### src/rtl/scariv_disp_grp_receiver_if.sv
// Handshake bundle between the dispatch stage, the group receiver and the issue queue.
// The slave modport is the receiver's view; the master modport is the surrounding logic's view.
interface scariv_disp_grp_receiver_if #(
    parameter int DISP_SIZE = 5,
    parameter int INST_W    = 64,
    parameter int CMT_ID_W  = 6,
    parameter int RES_W     = $clog2(DISP_SIZE + 1),
    parameter int GRP_ID_W  = $clog2(DISP_SIZE)
);
    logic                        i_disp_valid;
    logic                        o_disp_ready;
    logic [CMT_ID_W-1:0]         i_disp_cmt_id;
    logic [DISP_SIZE-1:0]        i_disp_grp_valid;
    logic [RES_W-1:0]            i_disp_res_cnt;
    logic [DISP_SIZE*INST_W-1:0] i_disp_inst;

    logic                        o_out_valid;
    logic                        i_out_ready;
    logic [CMT_ID_W-1:0]         o_out_cmt_id;
    logic [GRP_ID_W-1:0]         o_out_grp_id;
    logic [INST_W-1:0]           o_out_inst;
    logic                        o_out_last;

    modport slave (
        input  i_disp_valid, i_disp_cmt_id, i_disp_grp_valid, i_disp_res_cnt, i_disp_inst, i_out_ready,
        output o_disp_ready, o_out_valid, o_out_cmt_id, o_out_grp_id, o_out_inst, o_out_last
    );

    modport master (
        output i_disp_valid, i_disp_cmt_id, i_disp_grp_valid, i_disp_res_cnt, i_disp_inst, i_out_ready,
        input  o_disp_ready, o_out_valid, o_out_cmt_id, o_out_grp_id, o_out_inst, o_out_last
    );
endinterface

### src/rtl/scariv_disp_grp_receiver.sv
// Dispatch-group receiver: buffers accepted groups and serializes their selected slots toward one issue queue.
// Defining SCARIV_DISP_RECV_PERF_EN adds saturating full-stall / output-stall counters.
module scariv_disp_grp_receiver #(
    parameter int DISP_SIZE = 5,
    parameter int INST_W    = 64,
    parameter int CMT_ID_W  = 6,
    parameter int GRP_DEPTH = 2,
    parameter int RES_W     = $clog2(DISP_SIZE + 1)
) (
    input  logic                       i_clk,
    input  logic                       i_reset,
    input  logic                       i_flush,
    scariv_disp_grp_receiver_if.slave  recv_if,
    output logic                       o_res_err
`ifdef SCARIV_DISP_RECV_PERF_EN
    ,
    output logic [31:0]                o_perf_full_stall,
    output logic [31:0]                o_perf_out_stall
`endif
);
    localparam int GRP_ID_W = $clog2(DISP_SIZE);
    localparam int PTR_W    = $clog2(GRP_DEPTH);
    localparam int CNT_W    = PTR_W + 1;

    logic [CMT_ID_W-1:0]         r_cmt_id    [GRP_DEPTH];
    logic [DISP_SIZE-1:0]        r_grp_valid [GRP_DEPTH];
    logic [DISP_SIZE*INST_W-1:0] r_inst      [GRP_DEPTH];

    logic [PTR_W-1:0]     r_wr_ptr;
    logic [PTR_W-1:0]     r_rd_ptr;
    logic [CNT_W-1:0]     r_count;
    logic [DISP_SIZE-1:0] r_mask;
    logic                 r_res_err;

    logic                 w_disp_ready;
    logic                 w_accept;
    logic                 w_push;
    logic                 w_res_mismatch;
    logic                 w_out_valid;
    logic [DISP_SIZE-1:0] w_low;
    logic                 w_last;
    logic                 w_fire;
    logic                 w_pop;
    logic [PTR_W-1:0]     w_rd_next;
    logic [GRP_ID_W-1:0]  w_grp_id;
    logic [INST_W-1:0]    w_slot_inst;

    assign w_disp_ready   = !i_reset && !i_flush && (r_count < CNT_W'(GRP_DEPTH));
    assign w_accept       = recv_if.i_disp_valid && w_disp_ready;
    assign w_push         = w_accept && (|recv_if.i_disp_grp_valid);
    assign w_res_mismatch = RES_W'($countones(recv_if.i_disp_grp_valid)) != recv_if.i_disp_res_cnt;

    // The head entry's remaining mask is non-zero whenever the FIFO holds anything.
    assign w_out_valid = (r_count != '0);
    assign w_low       = r_mask & (~r_mask + DISP_SIZE'(1));
    assign w_last      = w_out_valid && ((r_mask & (r_mask - DISP_SIZE'(1))) == '0);
    assign w_fire      = w_out_valid && recv_if.i_out_ready;
    assign w_pop       = w_fire && w_last;
    assign w_rd_next   = r_rd_ptr + PTR_W'(1);

    always_comb begin
        w_grp_id    = '0;
        w_slot_inst = '0;
        for (int i = 0; i < DISP_SIZE; i++) begin
            if (w_low[i]) begin
                w_grp_id    = GRP_ID_W'(i);
                w_slot_inst = r_inst[r_rd_ptr][i*INST_W +: INST_W];
            end
        end
    end

    assign recv_if.o_disp_ready = w_disp_ready;
    assign recv_if.o_out_valid  = w_out_valid;
    assign recv_if.o_out_cmt_id = w_out_valid ? r_cmt_id[r_rd_ptr] : '0;
    assign recv_if.o_out_grp_id = w_out_valid ? w_grp_id : '0;
    assign recv_if.o_out_inst   = w_out_valid ? w_slot_inst : '0;
    assign recv_if.o_out_last   = w_last;
    assign o_res_err            = r_res_err;

    always_ff @(posedge i_clk) begin
        if (w_push) begin
            r_cmt_id[r_wr_ptr]    <= recv_if.i_disp_cmt_id;
            r_grp_valid[r_wr_ptr] <= recv_if.i_disp_grp_valid;
            r_inst[r_wr_ptr]      <= recv_if.i_disp_inst;
        end
    end

    // On the last slot the next head's mask loads in the same edge, so groups stream without a bubble.
    always_ff @(posedge i_clk) begin
        if (i_reset) begin
            r_wr_ptr  <= '0;
            r_rd_ptr  <= '0;
            r_count   <= '0;
            r_mask    <= '0;
            r_res_err <= 1'b0;
        end else begin
            if (w_accept && w_res_mismatch) begin
                r_res_err <= 1'b1;
            end
            if (i_flush) begin
                r_wr_ptr <= '0;
                r_rd_ptr <= '0;
                r_count  <= '0;
                r_mask   <= '0;
            end else begin
                if (w_push) begin
                    r_wr_ptr <= r_wr_ptr + PTR_W'(1);
                end
                if (w_push && !w_pop) begin
                    r_count <= r_count + CNT_W'(1);
                end else if (!w_push && w_pop) begin
                    r_count <= r_count - CNT_W'(1);
                end
                if (w_pop) begin
                    r_rd_ptr <= w_rd_next;
                    if (r_count > CNT_W'(1)) begin
                        r_mask <= r_grp_valid[w_rd_next];
                    end else if (w_push) begin
                        r_mask <= recv_if.i_disp_grp_valid;
                    end else begin
                        r_mask <= '0;
                    end
                end else if (w_fire) begin
                    r_mask <= r_mask & ~w_low;
                end else if (w_push && (r_count == '0)) begin
                    r_mask <= recv_if.i_disp_grp_valid;
                end
            end
        end
    end

`ifdef SCARIV_DISP_RECV_PERF_EN
    logic [31:0] r_perf_full_stall;
    logic [31:0] r_perf_out_stall;

    always_ff @(posedge i_clk) begin
        if (i_reset) begin
            r_perf_full_stall <= '0;
            r_perf_out_stall  <= '0;
        end else begin
            if (recv_if.i_disp_valid && !w_disp_ready && !i_flush && (r_perf_full_stall != '1)) begin
                r_perf_full_stall <= r_perf_full_stall + 32'd1;
            end
            if (w_out_valid && !recv_if.i_out_ready && (r_perf_out_stall != '1)) begin
                r_perf_out_stall <= r_perf_out_stall + 32'd1;
            end
        end
    end

    assign o_perf_full_stall = r_perf_full_stall;
    assign o_perf_out_stall  = r_perf_out_stall;
`endif
endmodule

### src/flat_wrapper.sv
// flat-port wrapper written by rule: the top's interface ports become plain ports
module scariv_disp_grp_receiver_flat 
#(
    parameter int DISP_SIZE = 5,
    parameter int INST_W    = 64,
    parameter int CMT_ID_W  = 6,
    parameter int GRP_DEPTH = 2,
    parameter int RES_W     = $clog2(DISP_SIZE + 1)
)
  (i_clk, i_reset, i_flush, o_res_err, recv_if_i_disp_valid, recv_if_i_disp_cmt_id, recv_if_i_disp_grp_valid, recv_if_i_disp_res_cnt, recv_if_i_disp_inst, recv_if_i_out_ready, recv_if_o_disp_ready, recv_if_o_out_valid, recv_if_o_out_cmt_id, recv_if_o_out_grp_id, recv_if_o_out_inst, recv_if_o_out_last);
  scariv_disp_grp_receiver_if #(.DISP_SIZE(DISP_SIZE), .INST_W(INST_W), .CMT_ID_W(CMT_ID_W), .RES_W(RES_W), .GRP_ID_W((3))) recv_if_i ();
  input  logic i_clk;
  input  logic i_reset;
  input  logic i_flush;
  output logic o_res_err;
  input wire logic [$bits(recv_if_i.i_disp_valid)-1:0] recv_if_i_disp_valid;
  input wire logic [$bits(recv_if_i.i_disp_cmt_id)-1:0] recv_if_i_disp_cmt_id;
  input wire logic [$bits(recv_if_i.i_disp_grp_valid)-1:0] recv_if_i_disp_grp_valid;
  input wire logic [$bits(recv_if_i.i_disp_res_cnt)-1:0] recv_if_i_disp_res_cnt;
  input wire logic [$bits(recv_if_i.i_disp_inst)-1:0] recv_if_i_disp_inst;
  input wire logic [$bits(recv_if_i.i_out_ready)-1:0] recv_if_i_out_ready;
  output wire logic [$bits(recv_if_i.o_disp_ready)-1:0] recv_if_o_disp_ready;
  output wire logic [$bits(recv_if_i.o_out_valid)-1:0] recv_if_o_out_valid;
  output wire logic [$bits(recv_if_i.o_out_cmt_id)-1:0] recv_if_o_out_cmt_id;
  output wire logic [$bits(recv_if_i.o_out_grp_id)-1:0] recv_if_o_out_grp_id;
  output wire logic [$bits(recv_if_i.o_out_inst)-1:0] recv_if_o_out_inst;
  output wire logic [$bits(recv_if_i.o_out_last)-1:0] recv_if_o_out_last;
  assign recv_if_i.i_disp_valid = recv_if_i_disp_valid;
  assign recv_if_i.i_disp_cmt_id = recv_if_i_disp_cmt_id;
  assign recv_if_i.i_disp_grp_valid = recv_if_i_disp_grp_valid;
  assign recv_if_i.i_disp_res_cnt = recv_if_i_disp_res_cnt;
  assign recv_if_i.i_disp_inst = recv_if_i_disp_inst;
  assign recv_if_i.i_out_ready = recv_if_i_out_ready;
  assign recv_if_o_disp_ready = recv_if_i.o_disp_ready;
  assign recv_if_o_out_valid = recv_if_i.o_out_valid;
  assign recv_if_o_out_cmt_id = recv_if_i.o_out_cmt_id;
  assign recv_if_o_out_grp_id = recv_if_i.o_out_grp_id;
  assign recv_if_o_out_inst = recv_if_i.o_out_inst;
  assign recv_if_o_out_last = recv_if_i.o_out_last;
  scariv_disp_grp_receiver #(.DISP_SIZE(DISP_SIZE), .INST_W(INST_W), .CMT_ID_W(CMT_ID_W), .GRP_DEPTH(GRP_DEPTH), .RES_W(RES_W)) u_core (.i_clk(i_clk), .i_reset(i_reset), .i_flush(i_flush), .recv_if(recv_if_i), .o_res_err(o_res_err));
endmodule
### config.mk
export PLATFORM = sky130hd
export DESIGN_NAME = scariv_disp_grp_receiver_flat
export DESIGN_NICKNAME = d
export VERILOG_FILES = /design/src/rtl/scariv_disp_grp_receiver_if.sv /design/src/rtl/scariv_disp_grp_receiver.sv /design/src/flat_wrapper.sv
export SDC_FILE = /design/constraint.sdc
export NUM_CORES = 1
export LEC_CHECK = 0
export CORE_ASPECT_RATIO = 1.75
export CORE_UTILIZATION = 55
export DETAILED_ROUTE_END_ITERATION = 10
export PLACE_DENSITY = 0.91
export RECOVER_POWER = 25
export SLEW_MARGIN = 20
export SYNTH_ARGS = -nofsm -noshare
export SYNTH_HDL_FRONTEND = slang
export SYNTH_SLANG_ARGS = --single-unit
### constraint.sdc
create_clock -name i_clk -period 42.3 [get_ports i_clk]
set_input_delay 8.46 -clock i_clk [delete_from_list [all_inputs] [get_ports i_clk]]
set_output_delay 8.46 -clock i_clk [all_outputs]
set_load 0.01 [all_outputs]
==> results.cfg <==
[hold_path]
whs_path_depth = 2
worstHoldPathType = flop to flop

[global_route]
grt_overflow = 0
grt_pass1_wl_um = 94700
grt_max_degree = 180
grt_use_total_pct = 25.8
first_global_vias = 16400
antenna_found_initial = 43

[pwr]
power_mw = 1.35
irDropWorstVdd_mv = 0.0422
leakage_nw = 10.0
power_density_nw_per_um2 = 40.5

[clocking]
cts_hold_buf = 0
clkSlewWorstSetupHoldPaths_ns = 0.06
tritoncts = built
cts_setup_buffers = 0
cts.sinks = 673
cts.path.max_buffers = 3
ctsHtreeMaxLevel = 2
insertion_delay_ns = 0.60
numCtsBuffers = 57
cts_root_buf = clkbuf_16
cts-resized-gates = 0

[sta]
setup_tns_ns = 0
layout_setup_ws_ns = 23.78
setup_viol = 0
maxSlewHeadroom_pct = 19.3
layout_min_cycle_time_ns = 18.52
tightest_slew_ns = 1.21
worst_clock_skew_ns = 0.0221
slew_violations = 0
period_share_pct = 43.8
whs_ns = 0.515
rsz0062_at_grt = false
fmax_mhz = 54.0
hold_violations = 0

[final_layout]
drive_above_1_share_pct = 11.1
area_delta_synth_final_pct = 24.6
nNetsFinal = 2232

[yosys]
syn_area_um2 = 26700
synth_top_cell_area_share_pct = 74.3
syn_avg_cell_area_um2 = 18.0
synth_cell_types = 56
synth-seq-cells = 673
synthArstFlopShare_pct = 0
ys.flop_type = edfxtp_1
yosysTopAreaCell = edfxtp_1
synth_commonest_cells = 662 x edfxtp_1, 296 x mux2i_1, 69 x o22ai_1
synth_warnings = 0
yosys-top-cells-area = edfxtp_1 74%, mux2i_1 11%, o22ai_1 1.6%, mux2_2 1.5%, a211oi_2 1.4%
syn_inst = 1489
syn-num-nets = 1837
synth_most_common_cell = edfxtp_1
synth_edf_count = 662
yosysSeqAreaShare_pct = 75.2

[place]
post-place-ws_ns = 23.78
portBuffers = 415
dp_hpwl_um = 40800
gp_congestion = 0.832

[job]
drv_cap = 0

[route]
post_drt_wl_per_cell_um = 25.1
drtIter0Drc = 1378
ant_nets = 0
routed_wl_um = 65600
vias_per_cell = 5.89
dr.pass1.iters = 7
dr_total_vias = 15400
post-route-drc-count = 0

[floorplan]
coreArea_um2 = 47900
fp.dieH_um = 294
die_x_um = 169
io_pins = 416
rows = 106
start_util_pct = 55.9
dieArea_um2 = 49500

[outcome]
status = finished clean

[setup_path]
crit_type = input pin to output port
path_max_fanout = 7
cp.required_ns = 33.84
setup.worst_path.start_class = input pin
worst-endpoint-arrival_ns = 10.06
crit_path_end_kind = output port
rr_worst_depth = 5
sequential cells by signal (all words and copies together) (netlist names), named ones only:
name / count
u_core.r_cmt_id: 12
u_core.r_grp_valid: 10
u_core.r_mask: 5
u_core.r_rd_ptr: 1
u_core.r_wr_ptr: 1
u_core.r_inst: 640
u_core.r_count: 2
u_core.o_res_err: 1
path summary, 6_finish.rpt:
kind | startpoint | to | slack (ns)
hold / removal | u_core.o_res_err$_SDFFE_PP0P_ | u_core.o_res_err$_SDFFE_PP0P_ | 0.51
setup reg to reg | u_core.r_count[1]$_SDFFE_PP0P_ | u_core.r_inst[0][59]$_DFFE_PP_ | 38.17
setup / recovery | i_reset | recv_if_o_disp_ready | 23.78
hold reg to reg | u_core.o_res_err$_SDFFE_PP0P_ | u_core.o_res_err$_SDFFE_PP0P_ | 0.51
report_power, final:
part           internal (mW)  leakage [nW]  switching, mW  total, mW
clock network          0.282         0.903          0.232      0.514
logic                 0.0420          3.00         0.0430     0.0851
registers              0.746          6.10        0.00426      0.750
metrics by stage:
| step | utilization, % | cells | cell area (um2) |
|---|---|---|---|
| 5_1_grt | 69.6 | 2613 | 33300 |
| 6_report | 69.6 | 2614 | 33300 |
| 4_1_cts | 69.4 | 2579 | 33200 |
| 3_5_place_dp | 65.6 | 2473 | 31400 |
| 3_3_place_gp | 65.6 | 2473 | 31400 |
| 2_1_floorplan | - | 1489 | 26700 |
critical path: stages:
cell	delay, ns
clkdlybuf4s50_1	0.50
or2_2	0.40
nor2_1	0.15
clkdlybuf4s50_1	0.56
layout by cell type (no fill, tap or decap), types with 5 or more instances in the layout:
| master | count |
|---|---|
| mux2_2 | 35 |
| nor3_1 | 39 |
| a211oi_2 | 30 |
| dfxtp_1 | 10 |
| diode_2 | 35 |
| clkinv_1 | 10 |
| mux2i_1 | 296 |
| a21oi_1 | 36 |
| ha_1 | 6 |
| inv_1 | 11 |
| edfxtp_1 | 662 |
| a22oi_1 | 31 |
| clkdlybuf4s50_1 | 233 |
| buf_4 | 11 |
| o21ai_1 | 30 |
| clkbuf_16 | 57 |
| a32oi_1 | 5 |
| nand2_1 | 34 |
| o22ai_2 | 29 |
| o22ai_1 | 69 |
| nor2_1 | 14 |
| clkinv_2 | 13 |
| clkbuf_1 | 9 |
| dlygate4sd3_1 | 182 |
| clkbuf_8 | 5 |
| o21ai_0 | 5 |
layout make-up:
class / instances / area, um2
antenna: 35 / 87.6
inverter: 12 / 45.0
sequential: 673 / 20100
clock buffer: 71 / 1530
clock inverter: 35 / 305
fill: 2920 / 14600
tap: 648 / 811
multi-input combinational: 710 / 6130
timing repair buffer: 430 / 4310
routing by layer:
layer | up-vias | track usage, % | part of all wire [%]
li1 | 6807 | - | -
met1 | 7662 | 27.7 | 34
met2 | 739 | 47.1 | 54
met3 | 178 | 4.37 | 6.2
met4 | 8 | 15.3 | 5.2
met5 | - | 0 | 0.069
cells by family after synthesis:
kind of cell / after synthesis / share of synthesized area, %
fa+ha+maj: 11 / 0.557
flops: 673 / 75.2
simple gates: 110 / 2.09
buf+inv: 106 / 2.12
compound gates: 252 / 7.33
mux: 331 / 12.6
xor+xnor: 6 / 0.196
Note: power is estimated with default switching activity, not from simulation.
